## src/rtl/lc3_decode.sv

```systemverilog
// LC-3 instruction decode stage: captures one instruction on decode_start and
// presents registered decoded fields one cycle later. Optional TRAP support: LC3_DECODE_TRAP_EN.
module lc3_decode (
  input  logic        clk,
  input  logic        rst,
  input  logic        decode_start,
  input  logic [15:0] instr_in,
  output logic        busy,
  output logic        decode_done,
  output logic [3:0]  opCode_out,
  output logic [2:0]  dr,
  output logic [2:0]  sr1,
  output logic [2:0]  sr2,
  output logic        imm_mode,
  output logic [15:0] imm16,
  output logic [8:0]  offset9,
  output logic [10:0] offset11,
  output logic [2:0]  br_nzp,
  output logic        reg_we,
  output logic        mem_rd,
  output logic        mem_wr,
  output logic        illegal,
  output logic [15:0] instr_cnt
`ifdef LC3_DECODE_TRAP_EN
  ,
  output logic        trap,
  output logic [7:0]  trapvect
`endif
);

  localparam logic [3:0] OP_BR   = 4'b0000;
  localparam logic [3:0] OP_ADD  = 4'b0001;
  localparam logic [3:0] OP_LD   = 4'b0010;
  localparam logic [3:0] OP_ST   = 4'b0011;
  localparam logic [3:0] OP_JSR  = 4'b0100;
  localparam logic [3:0] OP_AND  = 4'b0101;
  localparam logic [3:0] OP_LDR  = 4'b0110;
  localparam logic [3:0] OP_STR  = 4'b0111;
  localparam logic [3:0] OP_RTI  = 4'b1000;
  localparam logic [3:0] OP_NOT  = 4'b1001;
  localparam logic [3:0] OP_LDI  = 4'b1010;
  localparam logic [3:0] OP_STI  = 4'b1011;
  localparam logic [3:0] OP_RES  = 4'b1101;
  localparam logic [3:0] OP_LEA  = 4'b1110;
  localparam logic [3:0] OP_TRAP = 4'b1111;

  typedef enum logic [0:0] {IDLE = 1'b0, DECODE = 1'b1} state_t;

  state_t      state_q, state_d;
  logic [15:0] ir_q, ir_d;
  logic        busy_q, busy_d;
  logic        done_q, done_d;
  logic [3:0]  op_q, op_d;
  logic [2:0]  dr_q, dr_d;
  logic [2:0]  sr1_q, sr1_d;
  logic [2:0]  sr2_q, sr2_d;
  logic        imm_mode_q, imm_mode_d;
  logic [15:0] imm16_q, imm16_d;
  logic [8:0]  offset9_q, offset9_d;
  logic [10:0] offset11_q, offset11_d;
  logic [2:0]  br_nzp_q, br_nzp_d;
  logic        reg_we_q, reg_we_d;
  logic        mem_rd_q, mem_rd_d;
  logic        mem_wr_q, mem_wr_d;
  logic        illegal_q, illegal_d;
  logic [15:0] cnt_q, cnt_d;
  logic        trap_q, trap_d;
  logic [7:0]  trapvect_q, trapvect_d;

  logic [3:0]  dec_op;
  logic [2:0]  dec_dr;
  logic [2:0]  dec_sr2;
  logic        dec_imm_mode;
  logic [15:0] dec_imm16;
  logic [2:0]  dec_br_nzp;
  logic        dec_reg_we;
  logic        dec_mem_rd;
  logic        dec_mem_wr;
  logic        dec_illegal;
  logic        dec_trap;

  // Combinational decode of the captured instruction register.
  always_comb begin
    dec_op       = ir_q[15:12];
    dec_dr       = ir_q[11:9];
    dec_sr2      = ir_q[2:0];
    dec_imm_mode = 1'b0;
    dec_imm16    = 16'h0000;
    dec_br_nzp   = 3'b000;
    dec_reg_we   = 1'b0;
    dec_mem_rd   = 1'b0;
    dec_mem_wr   = 1'b0;
    dec_illegal  = 1'b0;
    dec_trap     = 1'b0;
    case (dec_op)
      OP_BR:  dec_br_nzp = ir_q[11:9];
      OP_ADD, OP_AND: begin
        dec_imm_mode = ir_q[5];
        dec_imm16    = {{11{ir_q[4]}}, ir_q[4:0]};
        dec_reg_we   = 1'b1;
      end
      OP_LD, OP_LDI: begin
        dec_reg_we = 1'b1;
        dec_mem_rd = 1'b1;
      end
      OP_LDR: begin
        dec_imm16  = {{10{ir_q[5]}}, ir_q[5:0]};
        dec_reg_we = 1'b1;
        dec_mem_rd = 1'b1;
      end
      OP_ST, OP_STI: begin
        dec_sr2    = ir_q[11:9];
        dec_mem_wr = 1'b1;
      end
      OP_STR: begin
        dec_sr2    = ir_q[11:9];
        dec_imm16  = {{10{ir_q[5]}}, ir_q[5:0]};
        dec_mem_wr = 1'b1;
      end
      OP_JSR: begin
        dec_dr     = 3'd7;
        dec_reg_we = 1'b1;
      end
      OP_NOT, OP_LEA: dec_reg_we = 1'b1;
      OP_RTI, OP_RES: dec_illegal = 1'b1;
      OP_TRAP: begin
`ifdef LC3_DECODE_TRAP_EN
        dec_trap   = 1'b1;
        dec_dr     = 3'd7;
        dec_reg_we = 1'b1;
`else
        dec_illegal = 1'b1;
`endif
      end
      default: dec_illegal = 1'b0;
    endcase
    // Illegal opcodes must never produce side effects downstream.
    if (dec_illegal) begin
      dec_reg_we = 1'b0;
      dec_mem_rd = 1'b0;
      dec_mem_wr = 1'b0;
    end else begin
      dec_reg_we = dec_reg_we;
    end
  end

  // Handshake FSM and output-register next values.
  always_comb begin
    state_d    = state_q;
    ir_d       = ir_q;
    busy_d     = 1'b0;
    done_d     = 1'b0;
    op_d       = op_q;
    dr_d       = dr_q;
    sr1_d      = sr1_q;
    sr2_d      = sr2_q;
    imm_mode_d = imm_mode_q;
    imm16_d    = imm16_q;
    offset9_d  = offset9_q;
    offset11_d = offset11_q;
    br_nzp_d   = br_nzp_q;
    reg_we_d   = reg_we_q;
    mem_rd_d   = mem_rd_q;
    mem_wr_d   = mem_wr_q;
    illegal_d  = illegal_q;
    cnt_d      = cnt_q;
    trap_d     = trap_q;
    trapvect_d = trapvect_q;
    case (state_q)
      IDLE: begin
        if (decode_start) begin
          state_d = DECODE;
          ir_d    = instr_in;
          busy_d  = 1'b1;
        end else begin
          state_d = IDLE;
        end
      end
      DECODE: begin
        state_d    = IDLE;
        done_d     = 1'b1;
        op_d       = dec_op;
        dr_d       = dec_dr;
        sr1_d      = ir_q[8:6];
        sr2_d      = dec_sr2;
        imm_mode_d = dec_imm_mode;
        imm16_d    = dec_imm16;
        offset9_d  = ir_q[8:0];
        offset11_d = ir_q[10:0];
        br_nzp_d   = dec_br_nzp;
        reg_we_d   = dec_reg_we;
        mem_rd_d   = dec_mem_rd;
        mem_wr_d   = dec_mem_wr;
        illegal_d  = dec_illegal;
        cnt_d      = cnt_q + 16'd1;
        trap_d     = dec_trap;
        trapvect_d = ir_q[7:0];
      end
      default: state_d = IDLE;
    endcase
  end

  // State and output registers with synchronous reset.
  always_ff @(posedge clk) begin
    if (rst) begin
      state_q    <= IDLE;
      ir_q       <= 16'h0000;
      busy_q     <= 1'b0;
      done_q     <= 1'b0;
      op_q       <= 4'h0;
      dr_q       <= 3'd0;
      sr1_q      <= 3'd0;
      sr2_q      <= 3'd0;
      imm_mode_q <= 1'b0;
      imm16_q    <= 16'h0000;
      offset9_q  <= 9'h000;
      offset11_q <= 11'h000;
      br_nzp_q   <= 3'b000;
      reg_we_q   <= 1'b0;
      mem_rd_q   <= 1'b0;
      mem_wr_q   <= 1'b0;
      illegal_q  <= 1'b0;
      cnt_q      <= 16'h0000;
      trap_q     <= 1'b0;
      trapvect_q <= 8'h00;
    end else begin
      state_q    <= state_d;
      ir_q       <= ir_d;
      busy_q     <= busy_d;
      done_q     <= done_d;
      op_q       <= op_d;
      dr_q       <= dr_d;
      sr1_q      <= sr1_d;
      sr2_q      <= sr2_d;
      imm_mode_q <= imm_mode_d;
      imm16_q    <= imm16_d;
      offset9_q  <= offset9_d;
      offset11_q <= offset11_d;
      br_nzp_q   <= br_nzp_d;
      reg_we_q   <= reg_we_d;
      mem_rd_q   <= mem_rd_d;
      mem_wr_q   <= mem_wr_d;
      illegal_q  <= illegal_d;
      cnt_q      <= cnt_d;
      trap_q     <= trap_d;
      trapvect_q <= trapvect_d;
    end
  end

  assign busy        = busy_q;
  assign decode_done = done_q;
  assign opCode_out  = op_q;
  assign dr          = dr_q;
  assign sr1         = sr1_q;
  assign sr2         = sr2_q;
  assign imm_mode    = imm_mode_q;
  assign imm16       = imm16_q;
  assign offset9     = offset9_q;
  assign offset11    = offset11_q;
  assign br_nzp      = br_nzp_q;
  assign reg_we      = reg_we_q;
  assign mem_rd      = mem_rd_q;
  assign mem_wr      = mem_wr_q;
  assign illegal     = illegal_q;
  assign instr_cnt   = cnt_q;
`ifdef LC3_DECODE_TRAP_EN
  assign trap        = trap_q;
  assign trapvect    = trapvect_q;
`else
  logic unused_trap_s;
  assign unused_trap_s = ^{trap_q, trapvect_q};
`endif

endmodule

```

## config.mk

```make
export PLATFORM = sky130hd
export DESIGN_NAME = lc3_decode
export DESIGN_NICKNAME = d
export VERILOG_FILES = /design/src/rtl/lc3_decode.sv
export SDC_FILE = /design/constraint.sdc
export NUM_CORES = 1
export LEC_CHECK = 0
export BUFFER_PORTS_ARGS = -buffer_cell sky130_fd_sc_hd__buf_2
export CORE_MARGIN = 4
export CORE_UTILIZATION = 50
export CTS_CLUSTER_SIZE = 14
export DETAILED_ROUTE_END_ITERATION = 6
export PLACE_DENSITY = 0.79
export REMOVE_ABC_BUFFERS = 1
export SYNTH_ARGS = -nofsm -noshare
export SYNTH_HDL_FRONTEND = slang
export SYNTH_SLANG_ARGS = --single-unit
```

## constraint.sdc

```tcl
create_clock -name clk -period 1.6 [get_ports clk]
set_input_delay 0.24 -clock clk [delete_from_list [all_inputs] [get_ports clk]]
set_output_delay 0.24 -clock clk [all_outputs]
set_load 0.03 [all_outputs]
```

==> impl_metrics.py <==
metrics = {
    "run_status": {
        "status": "complete, no violations",
    },
    "yosys": {
        "ys_ff_latch": 69,
        "ys_types": 37,
        "synth_ff_type": "dfxtp_1",
        "syn_area_mm2": 0.00296,
        "async_reset_ff_share_pct": 0,
        "seq_area_frac_synth_pct": 46.7,
        "yosysWarnings": 0,
        "synth_edf_count": 0,
        "avgSynthCellArea_um2": 9.05,
        "syn_inst": 327,
    },
    "timing": {
        "hold_violations": 0,
        "hold_slack_ns": 0.146,
        "finalCritPeriodShare_pct": 92.3,
        "setup_tns_ns": 0,
        "drv_slew": 0,
        "finClkSkew_ns": 0.00750,
        "rsz0062_at_grt": "false",
        "min_period_ns": 1.48,
        "clock.fmax_mhz": 677,
        "setup_violations": 0,
        "worst_pin_slew_ns": 0.366,
        "worst_slack_ns": 0.123,
        "slew-limit-headroom_pct": 75.6,
    },
    "power": {
        "power_leakage_nw": 1.59,
        "p_per_area_mw_per_mm2": 980,
        "vdd_drop_max_v": 0.000508,
        "power.total_mw": 3.44,
    },
    "clock_tree": {
        "post_cts_buffers": 0,
        "cts_tree": "done",
        "ctsHoldBuffers": 0,
        "root_buffer": "clkbuf_8",
        "path_clk_slew_ns": 0.07,
        "cts_max_level": 3,
        "post_cts_resize_count": 0,
        "clock-sinks": 69,
        "clk_latency_ns": 0.33,
        "clockBufferDepth": 2,
        "cts_buffers": 9,
    },
    "die": {
        "start_util_pct": 52.8,
        "fp.dieH_um": 84.9,
        "core_area_mm2": 0.00561,
        "boundaryPins": 94,
        "die_w_um": 84.9,
        "die_area_mm2": 0.00721,
        "std_cell_rows": 27,
    },
    "global_routing": {
        "grt_pass1_vias": 2366,
        "track_usage_pct": 18.6,
        "antenna_found_initial": 0,
        "grt_max_degree": 37,
        "grt-ovfl-total": 0,
        "grt_pass1_wl_mm": 10.9,
    },
    "placed_design": {
        "gp_congestion": 0.772,
        "place_hpwl_mm": 4.72,
        "port_buffers": 93,
        "dpl-instance-area_mm2": 0.00332,
        "dp_slack_ns": 0.0749,
    },
    "run": {
        "max_cap_viol_count": 0,
    },
    "finish": {
        "final_area_mm2": 0.00351,
        "nFillCells": 516,
        "synthToLayoutAreaGrowth_pct": 18.5,
        "antenna_cells": 0,
        "drive_above_1_share_pct": 33.8,
        "nets": 417,
    },
    "worst_setup_path": {
        "r2r_cells": 5,
        "worstSetupPathType": "flop to output port",
        "crit_arrival_ns": 1.24,
        "reg2reg_slack_ns": 0.16,
        "r2r-end": "instr_cnt[12]",
        "end_kind": "output port",
        "crit_start": "state_q",
        "r2r_start": "instr_cnt[1]",
        "required_ns": 1.36,
        "critPathLaunchType": "flop",
        "crit_fanout": 20,
    },
    "routing": {
        "drc_errors": 0,
        "drt_wl_total_mm": 6.55,
        "dr.pass1.iters": 4,
        "vias_per_cell": 5.18,
        "num_vias": 2445,
        "drt_iter0_drc": 130,
        "wl_per_cell_um": 13.9,
        "drtAntennaViolNets": 0,
    },
    "min_path": {
        "worstHoldPathCells": 3,
        "hold_path_class": "input port to flop",
        "holdPathEnd": "ir_q[8]",
        "hold_start": "instr_in[8]",
    },
}
per-stage QoR:
stage	util (%)	instances
final	62.5	472
after global routing	62.5	472
after CTS	62.4	472
after detailed placement	59.1	458
after global placement	59.1	458
after floorplan	-	283
routing by layer:
layer	up-vias	track usage (%)	share of wire [%]
li1	1208	-	-
met1	1145	23.9	43
met2	86	28.9	46
met3	6	6.80	9.5
met4	0	6.47	0.87
met5	-	0	0
power breakdown:
group | switching (mW) | leakage (nW) | total [mW] | internal [mW]
clock | 0.587 | 0.0974 | 1.30 | 0.713
combinational | 0.204 | 0.928 | 0.318 | 0.114
sequential | 0.0495 | 0.561 | 1.82 | 1.77
worst max-delay path, cell delays in order, from the launching register on:
cell,delay (ns)
dfxtp_2,0.40
buf_6,0.25
buf_2,0.25
cell usage after synthesis, types with 3 or more instances:
cell type  number  area share [%]
a211oi_1        4             1.0
a21o_1          3            0.76
a21oi_1        24             4.1
a22oi_1         9             2.3
buf_2           7             1.2
buf_4          28             7.1
clkbuf_1        7            0.89
dfxtp_1        69              47
inv_1           3            0.38
mux2i_1        24             8.1
nand2_1        45             5.7
nand3_1         8             1.4
nor2_1         47             6.0
nor3_2          4             1.4
o21ai_0         6             1.0
or3_1           3            0.63
xnor2_1         7             2.1
xor2_1          3            0.89
flip-flops by register name, summed over array words and instances (netlist names), 2 cells and up:
name / cells
instr_cnt: 16
offset11: 3
opCode_out: 4
sr2: 3
imm16: 6
ir_q: 16
offset9: 6
dr: 3
br_nzp: 3
sr1: 2
cell type report:
type,count,area (µm²),area share [%]
clock buffers,13,179,5.10
inverters,4,15.0,0.428
multi-input cells,210,1280,36.4
clock inverters,1,5.00,0.143
well taps,72,90.1,2.57
flip-flops and latches,69,1380,39.5
repair buffers,103,557,15.9
worst max-delay path by stage:
stage	cells past startpoint	slack, ns	to
after floorplan	2	-1.34	imm16[14]
after global placement	5	0.19	instr_cnt[12]
after detailed placement	5	0.07	instr_cnt[12]
after CTS	2	0.03	busy
after global routing	2	0.07	busy
final	2	0.12	busy
layout by cell type, fill, tap and decap left out, drive strengths merged, types with 2 or more instances in the layout:
cell type,synthesis,routed
a211oi,4,4
a21o,3,3
a21oi,25,25
a22oi,9,9
buf,37,103
clkbuf,7,13
dfxtp,69,69
inv,4,4
mux2i,24,24
nand2,46,46
nand2b,2,2
nand3,10,10
nand4,4,4
nor2,49,49
nor2b,2,2
nor3,6,6
nor4,2,2
o21ai,6,6
or3,3,3
xnor2,7,7
xor2,3,3
cells by family (layout without fill, tap and decap cells):
kind of cell	count (synthesis)	after routing	synth area share, %
and+or+nand+nor	125	125	21.0
DFF	69	69	46.7
AOI/OAI and AO/OA	50	50	10.6
buffers and inverters	48	121	10.2
muxes	24	24	8.12
xor gates and xnor gates	10	10	2.96
adders and majority gates	1	1	0.423
(Power assumes the default switching activity.)
